[src/rtl/sevenseg_scan_pkg.sv]
// Shared constants for the seven-segment scanner: nibble width, default geometry,
// and the digit-index width helper used by the top and the divider.
package sevenseg_scan_pkg;

  localparam int NIBBLE_W      = 4;
  localparam int DEF_DIGITS    = 4;
  localparam int DEF_DIV       = 1024;
  localparam int DEF_BLANK_CYC = 16;

  function automatic int idx_width(input int digits);
    return (digits > 1) ? $clog2(digits) : 1;
  endfunction

endpackage

[src/rtl/sevenseg_scan_divider.sv]
// Slot prescaler and digit index; exposes next-state values so the top can register
// outputs that line up with the counter. No flow control, free-running from reset.
module sevenseg_scan_divider
  import sevenseg_scan_pkg::*;
#(
  parameter int DIGITS = DEF_DIGITS,
  parameter int DIV    = DEF_DIV,
  localparam int CW    = $clog2(DIV),
  localparam int IW    = idx_width(DIGITS)
) (
  input  logic          clk,
  input  logic          rst_n,
  output logic [CW-1:0] cnt_nxt,
  output logic [IW-1:0] idx_nxt,
  output logic          slot_start,
  output logic          frame_end,
  output logic          frame_end_nxt
);

  logic [CW-1:0] div_cnt;
  logic [IW-1:0] idx;
  logic          cnt_wrap;

  always_comb begin
    cnt_wrap = (div_cnt == CW'(DIV - 1));
    cnt_nxt  = cnt_wrap ? '0 : div_cnt + CW'(1);
    idx_nxt  = idx;
    if (cnt_wrap) begin
      idx_nxt = (idx == IW'(DIGITS - 1)) ? '0 : idx + IW'(1);
    end
    // slot_start marks the edge into div_cnt==0; frame_end is the current boundary cycle
    slot_start    = cnt_wrap;
    frame_end     = cnt_wrap && (idx == IW'(DIGITS - 1));
    frame_end_nxt = (cnt_nxt == CW'(DIV - 1)) && (idx_nxt == IW'(DIGITS - 1));
  end

  always_ff @(posedge clk or negedge rst_n) begin
    if (!rst_n) begin
      div_cnt <= '0;
      idx     <= '0;
    end else begin
      div_cnt <= cnt_nxt;
      idx     <= idx_nxt;
    end
  end

endmodule

[src/rtl/sevenseg_scan.sv]
// Multiplexed seven-segment scanner with frame-aligned double-buffered loads and leading-zero blanking.
// All outputs registered and aligned to the slot counter; load is always accepted (last load wins).
module sevenseg_scan
  import sevenseg_scan_pkg::*;
#(
  parameter int DIGITS    = DEF_DIGITS,
  parameter int DIV       = DEF_DIV,
  parameter int BLANK_CYC = DEF_BLANK_CYC,
  localparam int W        = NIBBLE_W * DIGITS,
  localparam int IW       = idx_width(DIGITS)
) (
  input  logic                clk,
  input  logic                rst_n,
  input  logic [W-1:0]        value_in,
  input  logic                load,
  input  logic                lz_en,
  output logic                load_ack,
  output logic [NIBBLE_W-1:0] nibble_out,
  output logic [DIGITS-1:0]   dig_sel_n,
  output logic                blank,
  output logic                frame_tick
);

  localparam int CW = $clog2(DIV);
  localparam logic [DIGITS-1:0] DIGIT_OFF_N = '1;

  logic [CW-1:0]     cnt_nxt;
  logic [IW-1:0]     idx_nxt;
  logic              slot_start;
  logic              frame_end;
  logic              frame_end_nxt;
  logic [W-1:0]      disp;
  logic [W-1:0]      pend;
  logic [W-1:0]      disp_nxt;
  logic              pend_vld;
  logic              commit;
  logic [DIGITS-1:0] lz_mask;
  logic              zero_above;
  logic [DIGITS-1:0] sel_n_nxt;
  logic              blank_nxt;

  sevenseg_scan_divider #(
    .DIGITS(DIGITS),
    .DIV   (DIV)
  ) u_div (
    .clk          (clk),
    .rst_n        (rst_n),
    .cnt_nxt      (cnt_nxt),
    .idx_nxt      (idx_nxt),
    .slot_start   (slot_start),
    .frame_end    (frame_end),
    .frame_end_nxt(frame_end_nxt)
  );

  // A load arriving on the boundary cycle itself bypasses the pending buffer.
  always_comb begin
    disp_nxt = disp;
    commit   = 1'b0;
    if (frame_end) begin
      commit = load || pend_vld;
      if (load) begin
        disp_nxt = value_in;
      end else if (pend_vld) begin
        disp_nxt = pend;
      end
    end
  end

  always_comb begin
    lz_mask    = '0;
    zero_above = 1'b1;
    for (int k = DIGITS - 1; k > 0; k--) begin
      zero_above = zero_above && (disp_nxt[NIBBLE_W*k +: NIBBLE_W] == '0);
      lz_mask[k] = zero_above;
    end
  end

  always_comb begin
    blank_nxt = (int'(cnt_nxt) < BLANK_CYC) || (lz_en && lz_mask[idx_nxt]);
    sel_n_nxt = DIGIT_OFF_N;
    if (!blank_nxt) begin
      sel_n_nxt[idx_nxt] = 1'b0;
    end
  end

  always_ff @(posedge clk or negedge rst_n) begin
    if (!rst_n) begin
      disp       <= '0;
      pend       <= '0;
      pend_vld   <= 1'b0;
      nibble_out <= '0;
      dig_sel_n  <= DIGIT_OFF_N;
      blank      <= 1'b1;
      load_ack   <= 1'b0;
      frame_tick <= 1'b0;
    end else begin
      disp <= disp_nxt;
      if (frame_end) begin
        pend_vld <= 1'b0;
      end else if (load) begin
        pend     <= value_in;
        pend_vld <= 1'b1;
      end
      load_ack   <= commit;
      frame_tick <= frame_end_nxt;
      blank      <= blank_nxt;
      dig_sel_n  <= sel_n_nxt;
      if (slot_start) begin
        nibble_out <= disp_nxt[NIBBLE_W*int'(idx_nxt) +: NIBBLE_W];
      end
    end
  end

endmodule

[config.mk]
export PLATFORM = sky130hd
export DESIGN_NAME = sevenseg_scan
export DESIGN_NICKNAME = d
export VERILOG_FILES = /design/src/rtl/sevenseg_scan_pkg.sv /design/src/rtl/sevenseg_scan_divider.sv /design/src/rtl/sevenseg_scan.sv
export SDC_FILE = /design/constraint.sdc
export NUM_CORES = 1
export LEC_CHECK = 0
export CAP_MARGIN = 5
export CORE_UTILIZATION = 56
export DETAILED_ROUTE_END_ITERATION = 12
export PLACE_DENSITY = 0.79
export SETUP_SLACK_MARGIN = 0.02
export SLEW_MARGIN = 10
export SYNTH_ARGS = -nofsm -noshare
export SYNTH_HDL_FRONTEND = slang
export SYNTH_HIERARCHICAL = 1
export SYNTH_SLANG_ARGS = --single-unit
[constraint.sdc]
create_clock -name clk -period 4 [get_ports clk]
set_input_delay 0.8 -clock clk [delete_from_list [all_inputs] [get_ports clk]]
set_output_delay 0.8 -clock clk [all_outputs]
set_load 0.03 [all_outputs]
* Word-level counts from Yosys, hierarchy flattened
Index checks and enable logic that the tools add are counted.
** Storage, ports and cells
- Flip-flop bits (word level) :: 56
- Word-level logic and storage cells :: 49
** Cells by class
- Mux-type cells :: 14
- Shift operators :: 1
- Add/sub/neg operators :: 2
- Magnitude comparators :: 3
- Reduce and logical (&&, ||, !) cells :: 13
- Bitwise gates (word level) :: 2
- Equality and inequality tests :: 4
** Operators by type and width (number)
- 2-to-1 mux 16 bit :: 3
- == test 10 bit (second input constant) :: 2
- indexed part select 16 x 5 -> 4 bit :: 1
- zero test 4 bit :: 3
- adder 10 x 1 -> 10 bit (second input constant) :: 1
- less-than comparator 10 x 5 -> 1 bit (second input constant) :: 1
- 2-to-1 mux 10 bit :: 1
- logical AND 1 bit :: 6
- 2-to-1 mux 1 bit :: 5
- == test 2 bit (second input constant) :: 2
- 2-to-1 mux 2 bit :: 2
- 2-to-1 mux 4 bit :: 1
- NOT 4 bit :: 1
- less-than comparator 2 x 3 -> 1 bit (second input constant) :: 1
- adder 2 x 1 -> 2 bit (second input constant) :: 1
- binary-select mux 1 bit (select 2 bit) :: 1
- demux 1 bit (select 2 bit) :: 1
- >= comparator 2 x 1 -> 1 bit (second input constant) :: 1
- logical OR 1 bit :: 2
- AND reduction 2 bit :: 1
- nonzero test 2 bit :: 1
- NOT 1 bit :: 1

* Longest topological paths before layout
- Depth in word-level cells :: 11
- Gate-level depth with buffers :: 12
- Gate-level depth less buffers :: 9

* Cells and area by module
The synthesis kept the hierarchy.
** By module, submodules not included
- sevenseg_scan :: seq. area each 1107.3 sq um, cells an instance 194, instances 1, area an instance 2173.3 sq um
- sevenseg_scan_divider :: seq. area each 300.3 sq um, cells an instance 64, instances 1, area an instance 673.1 sq um

* Worst setup path after synthesis
No wires, ideal clock.
- Path kind :: register -> register
- Start point :: register u_div.div_cnt[0]
- End point :: register nibble_out[3]
- Path slack :: 1065 ps
- Required time :: 3875 ps
- Clock period less this slack :: 2935 ps
- Setup time :: 125 ps
- Buffers on the path :: 1
- Cell stages (with the launch flop) :: 11
- Arrival :: 2810 ps
- Cell sequence :: dfrtp_1 -> ha_1 -> nand3_1 -> nor4_4 -> and2_1 -> buf_6 -> o21ai_1 -> a211oi_2 -> inv_2 -> mux4_2 -> mux2_4
** On the way
- Longest elaborated chain between the ends :: 4
- Elaborated cells between the ends (all ways) :: 5
- Those cells by class :: 1 x eq/ne; 1 x shift; 2 x mux; 1 x reduce/logical
** Ends and longest elaborated chain
- from (decl) :: line sevenseg_scan_divider.sv:20 : logic [CW-1:0] div_cnt;
- from (signal assigned) :: line sevenseg_scan_divider.sv:42 : div_cnt <= cnt_nxt;
- == test 10 bit :: line sevenseg_scan_divider.sv:25 : cnt_wrap = (div_cnt == CW'(DIV - 1));
- net slot_start :: line sevenseg_scan.sv:29 : logic slot_start;
- logical AND 1 bit :: line sevenseg_scan_divider.sv:33 : frame_end = cnt_wrap && (idx == IW'(DIGITS - 1));
- net frame_end :: line sevenseg_scan.sv:30 : logic frame_end;
- 2-to-1 mux 16 bit :: line sevenseg_scan.sv:59 : if (frame_end) begin
- net disp_nxt[7] :: line sevenseg_scan.sv:34 : logic [W-1:0] disp_nxt;
- indexed part select 16 x 5 -> 4 bit :: line sevenseg_scan.sv:109 : nibble_out <= disp_nxt[NIBBLE_W*int'(idx_nxt) +: NIBBLE_W];
- to (signal assigned) :: line sevenseg_scan.sv:109
- to (decl) :: line sevenseg_scan.sv:18 : output logic [NIBBLE_W-1:0] nibble_out,
The timed path passes the listed nets, and every way through them passes these cells.
A chain may end at the register's enable or synchronous reset.

* Worst setup path in the final report
- Start point :: register u_div.div_cnt[0]
- End point :: register blank
** On the way
- Elaborated cells between the ends (all ways) :: 16
- Those cells by class :: 1 x add/sub; 1 x order compare; 1 x eq/ne; 5 x mux; 8 x reduce/logical
** RTL lines
- == test 10 bit :: line sevenseg_scan_divider.sv:25
- net slot_start :: line sevenseg_scan.sv:29
- logical AND 1 bit :: line sevenseg_scan_divider.sv:33
- net frame_end :: line sevenseg_scan.sv:30
- 2-to-1 mux 16 bit :: line sevenseg_scan.sv:59
- net disp_nxt[6] :: line sevenseg_scan.sv:34
- zero test 4 bit :: line sevenseg_scan.sv:73 : zero_above = zero_above && (disp_nxt[NIBBLE_W*k +: NIBBLE_W] == '0);
- logical AND 1 bit :: line sevenseg_scan.sv:73
- binary-select mux 1 bit (select 2 bit) :: line sevenseg_scan.sv:79 : blank_nxt = (int'(cnt_nxt) < BLANK_CYC) || (lz_en && lz_mask[idx_nxt]);
- 2-to-1 mux 1 bit (not written as such) :: line sevenseg_scan.sv:79
- logical AND 1 bit :: line sevenseg_scan.sv:79
- logical OR 1 bit :: line sevenseg_scan.sv:79
- net blank_nxt :: line sevenseg_scan.sv:40 : logic blank_nxt;
- to (signal assigned) :: line sevenseg_scan.sv:106 : blank <= blank_nxt;
- to (decl) :: line sevenseg_scan.sv:20 : output logic blank,
The timed path passes the listed nets, and every way through them passes these cells. The select of a mux whose other input is x is not followed.

==> out/results.txt <==
status: complete, no violations
clock root cell: clkbuf_8
share of synthesized registers carrying an async set or reset: 1.00
Detailed Routing Iterations Pass 1: 5
largest net degree at the start of global routing: 38
YS warnings: 6
CTS buffer count: 5
post-route total power: 0.978 mW
worst ir drop on vdd: 0.243 mV
GR Util All Layers: 0.253
register area: 0.00141 mm2
antenna violations before repair: 0
commonest non-fill, non-tap cells in the layout: dfrtp_1 (51), clkdlybuf4s50_1 (29), nor2_1 (18), mux2_2 (18), inv_1 (15)
endpoints failing setup: 0
critical path arrival: 3630 ps
GR Overflow Total: 0
Avg WL per Cell: 16.8 um
worst slew pin tran: 835 ps
antenna cells: 0
Clock Skews: 5.46 ps
via/cell ratio: 6.09
Max stage delay cell, worst path: and2_1
Routability Congestion: 0.872
Critical Path Fanout Max: 21
CP bufs+invs: 1
Util after Layout: 0.680
RSZ-0062 raised after global routing: no
Net Count, Synth: 281
end of the worst hold path: disp[7]
pre-CTS setup slack: 633 ps
WL final: 5970 um
Worst-path clk slew: 90 ps
Unique masters post-synth: 67
synthesized area: 0.00285 mm2
most common cell after layout, fill and taps aside: dfrtp_1
CP required: 4220 ps
Post-CTS Setup Bufs: 0
MaxCap Viol Count: 0
Post-Syn Area per Cell: 11.0 um2
setup tns final: 0 ps
Port Buffers: 30
clk_lat worst skew: 310 ps
slowest stage delay, CP: 640 ps
worst flop-to-flop path endpoint: blank
first-pass GRT wire length: 10200 um
CTS tree: built
crit path time final: 3420 ps
Post-synth EDFFs: 0
flops & latches, synth: 56
Worst Slack Setup Final: 584 ps
Die Y: 73.3 um
sequential area share after synthesis: 0.495
hold_sp: disp[7]
# DRC: 0
die width: 73.3 um
Pwr Density: 299 mW/mm2
initial core utilization: 0.591
DRT iter0 DRCs: 174
static leakage: 1.41 nW
multi-input combinational cell area: 0.00130 mm2
Final Hold Fails: 0
crit-path leading delay family: simple AND/OR/NAND/NOR gates
H-tree depth: 2
R2R depth: 10
max-slew violations: 0
crit end category: flop
Slew headroom: 0.443
final period utilization: 0.854
number of global-route vias before repair: 2080
Cell Rows: 25
reg2reg start: u_div/div_cnt[0]
Post-DP HPWL: 4300 um
CTS max path bufs: 2
nets@finish: 311
Post-Syn Instances: 258
clock sinks: 56
hold crit path type: flop to flop
Layout fillers: 402
Fmax achieved: 293 MHz
hold depth: 2
Die Area: 0.00537 mm2
DR vias: 2167
Primary FF master, synth: dfrtp_1
most used cell, CP: nand4_1
Final ANT Viol Nets: 0
worst-path cell chain: ha_1, nand3_1, nor4_4, and2_1, buf_4, nand2b_1, nand4_1, a211oi_1, nand4_1, a221oi_1
hold buffer count at CTS: 0
io pins: 31
critical setup path kind: flop to flop
R2R setup slack: 580 ps
cts repair resizes: 0
ratio of cells with drive above 1 in the final layout: 0.173
core area: 0.00482 mm2
area grow syn2layout: 15.0%
Startpoint Class: flop
[sequential cells by signal, summed over array words and instances, names as in the netlist, 2 cells and up]
signal         flops
u_div/div_cnt     10
nibble_out         4
disp              16
pend              16
dig_sel_n          4
u_div/idx          2
[power by group]
group,internal [mW],switching (mW),leakage (nW)
Sequential,0.584,0.0102,0.677
Clock,0.142,0.176,0.0455
Combinational,0.0369,0.0292,0.690
Total,0.762,0.215,1.41
[synthesized netlist by cell type (5+ instances only)]
cell type	instances	share of area
dfrtp_1	51	0.45
nor2_1	18	0.024
buf_2	5	0.0088
and2_1	5	0.011
nand3_1	11	0.019
o21ai_0	7	0.012
nand4_1	6	0.013
dfstp_2	5	0.046
inv_1	15	0.020
nand2_1	7	0.0092
a21oi_1	9	0.016
mux2_2	18	0.071
[cell families (layout without fill, tap and decap cells)]
| logic type | Yosys count | after routing | share of synthesized area |
|---|---|---|---|
| adders and majority gates | 3 | 3 | 0.0132 |
| buffers and inverters | 29 | 60 | 0.0501 |
| and+or+nand+nor | 84 | 84 | 0.181 |
| AOI/OAI and AO/OA | 58 | 58 | 0.151 |
| xor gates and xnor gates | 6 | 6 | 0.0185 |
| DFF | 56 | 56 | 0.495 |
| muxes | 22 | 22 | 0.0919 |
[area by class of cell]
type	count	share of cell area
multi-input combinational	173	0.396
inverter	17	0.0195
timing repair buffer	35	0.102
clock buffer	8	0.0275
sequential	56	0.430
tap	67	0.0256
[worst min-delay path, delay by kind of cell (launching register included)]
kind / cells / cell delay (ps)
compound gates: 1 / 80
buf+inv: 1 / 50
flops: 1 / 350
[stage by stage]
stage | instance area, um2 | instances | hold slack [ps]
floorplan | 2850 | 258 | 455
global placement | 3180 | 348 | 471
detailed placement | 3180 | 348 | 483
CTS | 3270 | 356 | 504
global route | 3270 | 356 | 522
finish | 3270 | 356 | 504
[worst max-delay path by stage]
stage / depth (start not counted) / from / end / slack (ps)
2_1_floorplan: 10 / u_div/div_cnt[0] / nibble_out[3] / 1060
3_3_place_gp: 9 / u_div/div_cnt[0] / nibble_out[3] / 780
3_5_place_dp: 9 / u_div/div_cnt[0] / nibble_out[3] / 630
4_1_cts: 9 / u_div/div_cnt[0] / nibble_out[3] / 610
5_1_grt: 10 / u_div/div_cnt[0] / blank / 270
6_report: 10 / u_div/div_cnt[0] / blank / 580
[metal layers]
| metal | routed length (um) | track usage | vias up |
|---|---|---|---|
| met5 | 0 | 0 | - |
| met4 | 77 | 0.0876 | 0 |
| met3 | 255 | 0.0480 | 9 |
| met2 | 2860 | 0.393 | 62 |
| met1 | 2780 | 0.358 | 1085 |
| li1 | - | - | 1011 |
No activity file was read; power rests on OpenSTA's default activity.
